**src/rtl/piso_pkg.sv**
```systemverilog
// Shared definitions for the parallel-in serial-out transmitter.
// Holds the FSM state encoding used by piso_tx.
package piso_pkg;

  typedef enum logic [1:0] {
    IDLE  = 2'd0,
    START = 2'd1,
    DATA  = 2'd2,
    STOP  = 2'd3
  } state_t;

endpackage

```
**src/rtl/bit_timer.sv**
```systemverilog
// Bit-period counter for the serial transmitter.
// Pulses tick on the last cycle of each BIT_CYCLES-long period.
module bit_timer #(
  parameter int BIT_CYCLES = 4
) (
  input  logic clk,
  input  logic rst,
  input  logic restart,
  output logic tick
);

  localparam int CNT_W = (BIT_CYCLES > 1) ? $clog2(BIT_CYCLES) : 1;
  localparam logic [CNT_W-1:0] LAST = CNT_W'(BIT_CYCLES - 1);

  logic [CNT_W-1:0] count;

  // Reloading on tick keeps every period exactly BIT_CYCLES long, including BIT_CYCLES=1.
  always_ff @(posedge clk or posedge rst) begin
    if (rst) begin
      count <= '0;
    end else if (restart || tick) begin
      count <= '0;
    end else begin
      count <= count + CNT_W'(1);
    end
  end

  assign tick = (count == LAST);

endmodule

```
**src/rtl/piso_tx.sv**
```systemverilog
// Parallel-in serial-out transmitter: start bit, WIDTH data bits LSB first, stop bit.
// Each bit is held BIT_CYCLES cycles; done pulses on the first idle cycle after a frame.
module piso_tx
  import piso_pkg::*;
#(
  parameter int WIDTH      = 8,
  parameter int BIT_CYCLES = 4
) (
  input  logic             clk,
  input  logic             rst,
  input  logic [WIDTH-1:0] data_in,
  input  logic             load_valid,
  output logic             load_ready,
  output logic             sout,
  output logic             busy,
  output logic             done
);

  localparam int IDX_W = (WIDTH > 1) ? $clog2(WIDTH) : 1;
  localparam logic [IDX_W-1:0] LAST_IDX = IDX_W'(WIDTH - 1);

  state_t           state;
  state_t           next_state;
  logic [WIDTH-1:0] shreg;
  logic [WIDTH-1:0] shreg_next;
  logic [IDX_W-1:0] bit_idx;
  logic [IDX_W-1:0] bit_idx_next;
  logic             tick;
  logic             restart;
  logic             accept;
  logic             sout_next;
  logic             done_next;

  bit_timer #(
    .BIT_CYCLES(BIT_CYCLES)
  ) u_timer (
    .clk    (clk),
    .rst    (rst),
    .restart(restart),
    .tick   (tick)
  );

  assign accept = load_valid && load_ready;

  always_ff @(posedge clk or posedge rst) begin
    if (rst) begin
      state <= IDLE;
    end else begin
      state <= next_state;
    end
  end

  always_comb begin
    next_state = state;
    case (state)
      IDLE:    if (accept) next_state = START;
      START:   if (tick) next_state = DATA;
      DATA:    if (tick && (bit_idx == LAST_IDX)) next_state = STOP;
      STOP:    if (tick) next_state = IDLE;
      default: next_state = IDLE;
    endcase
  end

  // load_ready is a pure state decode so load_valid never reaches it combinationally.
  always_comb begin
    load_ready = (state == IDLE);
    busy       = (state != IDLE);
    restart    = (state == IDLE);
    done_next  = (state == STOP) && tick;
    case (next_state)
      START:   sout_next = 1'b0;
      DATA:    sout_next = shreg_next[0];
      default: sout_next = 1'b1;
    endcase
  end

  always_comb begin
    shreg_next   = shreg;
    bit_idx_next = bit_idx;
    case (state)
      IDLE: begin
        bit_idx_next = '0;
        if (accept) shreg_next = data_in;
      end
      DATA: begin
        if (tick) begin
          shreg_next   = shreg >> 1;
          bit_idx_next = (bit_idx == LAST_IDX) ? '0 : bit_idx + IDX_W'(1);
        end
      end
      default: begin
      end
    endcase
  end

  // sout and done are registered from next-cycle values so they change cleanly with state.
  always_ff @(posedge clk or posedge rst) begin
    if (rst) begin
      shreg   <= '0;
      bit_idx <= '0;
      sout    <= 1'b1;
      done    <= 1'b0;
    end else begin
      shreg   <= shreg_next;
      bit_idx <= bit_idx_next;
      sout    <= sout_next;
      done    <= done_next;
    end
  end

endmodule
```
**config.mk**
```make
export PLATFORM = sky130hd
export DESIGN_NAME = piso_tx
export DESIGN_NICKNAME = d
export VERILOG_FILES = /design/src/rtl/piso_pkg.sv /design/src/rtl/bit_timer.sv /design/src/rtl/piso_tx.sv
export SDC_FILE = /design/constraint.sdc
export NUM_CORES = 1
export LEC_CHECK = 0
export ABC_AREA = 1
export BUFFER_PORTS_ARGS = -buffer_cell sky130_fd_sc_hd__buf_2
export CORE_AREA = 2 2 57 59
export CTS_BUF_LIST = sky130_fd_sc_hd__clkbuf_16
export DETAILED_ROUTE_END_ITERATION = 16
export DIE_AREA = 0 0 59 61
export PLACE_DENSITY = 0.58
export SLEW_MARGIN = 20
export SYNTH_ARGS = -nofsm -noshare
export SYNTH_HDL_FRONTEND = slang
export SYNTH_SLANG_ARGS = --single-unit
```
**constraint.sdc**
```tcl
create_clock -name clk -period 1.3 [get_ports clk]
set_clock_uncertainty 0.05 [all_clocks]
set_input_delay 0.065 -clock clk [delete_from_list [all_inputs] [get_ports clk]]
set_output_delay 0.065 -clock clk [all_outputs]
set_load 0.005 [all_outputs]
```
==> reports/metrics.csv <==
metric;value;unit
vias in the first global route;758;
Cell Rows;20;
largest net degree at the start of global routing;18;
Final nets;154;
Worst setup EP type;register;
maximum vdd drop;0.789;mV
Most used DFF post-synth;dfrtp_1;
critical path peak fanout;3;
post-route setup slack;-11.5;ps
buffers plus inverters on the worst setup path;1;
Initial Util;29.4;%
GR Util All Layers;11.1;%
final hold slack;-3.94;ps
CTS Buf Count;3;
Worst-Margin Slew;223;ps
I/O pin total;15;
Crit path max-delay family;simple AND/OR/NAND/NOR gates;
Die X;59;um
Post-synth EDFFs;0;
WL per Instance;10.2;um
DP Cell Count;156;
DR iter-0 viols;10;
Mapped Nets;121;
mapped cell area;867;sq um
CTS Buffer Depth;2;
DRT Wirelength;1760;um
Ys Warns;0;
CP required;1440;ps
P_leak;0.000613;uW
Layout area overhead;40.7;%
share of the synthesized area in the top cell type;46.2;%
Synth area leaders;dfrtp_1 (46%), nand2_1 (16%), nand3_1 (6.3%);
Worst Path Arrival;1460;ps
Initial DRT Pass Iterations;3;
DR vias/cell;4.49;
Setup CP Type;register to register;
Hold WC Path Type;input port to register;
Yosys top cell by area;dfrtp_1;
CP Cell Sequence;ha_2 > ha_4 > nand2_2 > inv_2 > nand2_2 > nand3_2 > nor2_1 > nand2_1 > nand2_1;
status;complete, but fails checks;
ratio of cells with drive above 1 in the final layout;33.8;%
clk slew on worst S/H paths;50;ps
Routed Antenna Nets;0;
Final Util;41.3;%
Critical Path Max Stage Delay;390;ps
first-pass GRT wire length;2980;um
Power Density;2010;mW/mm^2
n_diodes;0;
crit start category;register;
Setup-failing EPs final;1;
Rel. slew slack;85.2;%
CTS tree;yes;
RSZ-0062 raised after global routing;yes;
Clk Tree Root Cell;clkbuf_16;
CORE AREA;0.00295;sq mm
Synth cell types;21;
most frequent cell after synthesis;nand2_1;
Seq cells post-synth;17;
Remaining Overflow, GRT;0;
Hold Violations, Final;1;
IO Port Bufs;14;
violated checks;negative hold slack, negative setup slack;
clk_lat worst skew;250;ps
sequential area share after synthesis;49.2;%
total number of vias;772;
Detail Placement HPWL;1210;um
die area;0.00360;sq mm
clock sink count;17;
Final GP Congestion;0.779;
Final Cycle Share;101;%
most frequent cells after synthesis;nand2_1 (38), dfrtp_1 (16), inv_1 (13);
Avg Cell Area, Syn;8.10;sq um
Post-Synthesis Cells;107;
initial antenna violation count;0;
max frequency;762;MHz
Slew Limit Fails;0;
Sum Neg Setup Slack;-11.5;ps
CTS H-tree lvls;1;
die height;61;um
fin cells;172;
fraction of registers with async set/reset;100;%
slowest CP cell;dfrtp_1;
Max Cap Viol;0;
# DRC;0;
fin crit period;1310;ps
==> worst register-to-register path: cells and delay by family, from the launching register on <==
family,cells,cell delay (ps)
fa+ha+maj,2,370
buf+inv,1,40
flops,1,390
simple gates,6,400
==> timing repair <==
item                                   in CTS  in global routing
buffers inserted                            1                  3
setup endpoints to repair                  10                 12
pin swaps                                   1                  7
resized for setup                           4                  9
hold buffers                                7                  0
cloned                                      0                  1
endpoints found under the hold margin      22                  0
==> report_power, final <==
part / total, uW / switching (uW) / internal (uW)
registers: 910 / 155 / 755
logic: 937 / 516 / 421
clock network: 605 / 197 / 408
total: 2450 / 867 / 1580
==> metal layers <==
metal	up-vias	GRT usage (%)	wire [um]
met5	-	0	0
met4	0	5.84	42
met3	5	2.56	47
met2	12	20.0	861
met1	357	12.3	808
li1	398	-	-
==> stage by stage <==
step | hold slack, ps | setup slack [ps] | area, sq um | power (uW)
6_report | -3.94 | -11.5 | 1220 | 2450
5_1_grt | 4.46 | -79.1 | 1220 | 2670
4_1_cts | 3.91 | 8.71 | 1160 | 2350
3_5_place_dp | 34.8 | -44.6 | 992 | 1710
3_3_place_gp | 34.4 | -27.9 | 992 | 1680
2_1_floorplan | -59.7 | 49.6 | 867 | 1480
==> cell type report <==
cell class	count	area, sq um
clock buffers	3	75.1
clock inverters	1	3.75
fillers	313	1730
inverters	17	66.3
multi-input cells	72	405
flip-flops and latches	17	428
well taps	33	41.3
repair buffers	29	200
==> kinds of logic (layout without fill, tap and decap cells) <==
logic type      after synthesis  count (layout)  share of synthesized area, %
buf+inv                      19              50                          9.23
flops                        17              17                          49.2
simple gates                 61              62                          32.3
fa+ha+maj                     3               3                          4.33
compound gates                7               7                          4.91
==> registers in the layout (all words and copies together), names as in the netlist <==
name,cells
sout,1
bit_idx,3
shreg,8
state,2
done,1
u_timer.count,2
==> placed cells by master, fill, tap and decap left out, types with 2 or more instances in the layout <==
master / netlist / final
dlygate4sd3_1: 0 / 7
buf_4: 0 / 8
clkbuf_16: 0 / 3
o21ai_0: 4 / 4
nand2_1: 38 / 35
nand3_1: 11 / 11
buf_2: 0 / 14
nor2_2: 1 / 2
nor3_1: 2 / 2
nor2_4: 2 / 2
nand2_2: 0 / 3
inv_2: 3 / 4
nor2_1: 4 / 4
ha_4: 0 / 2
a21oi_2: 1 / 2
dfrtp_1: 16 / 15
inv_1: 13 / 12
==> path summary, 6_finish.rpt <==
kind / startpoint / endpoint / slack [ps] / cells past startpoint
worst min register to register: shreg[7]$_DFFE_PP0P_ / shreg[7]$_DFFE_PP0P_ / 420 / 2
worst min-delay path: data_in[2] / shreg[2]$_DFFE_PP0P_ / -4 / 3
worst max-delay path: bit_idx[1]$_DFFE_PP0P_ / sout$_DFF_PP1_ / -10 / 9
max in group asynchronous: rst / sout$_DFF_PP1_ / 630 / 4
worst max register to register: bit_idx[1]$_DFFE_PP0P_ / sout$_DFF_PP1_ / -10 / 9
min in group asynchronous: rst / state[0]$_DFF_PP0_ / 320 / 4
Note: power is estimated with default switching activity, not from simulation.
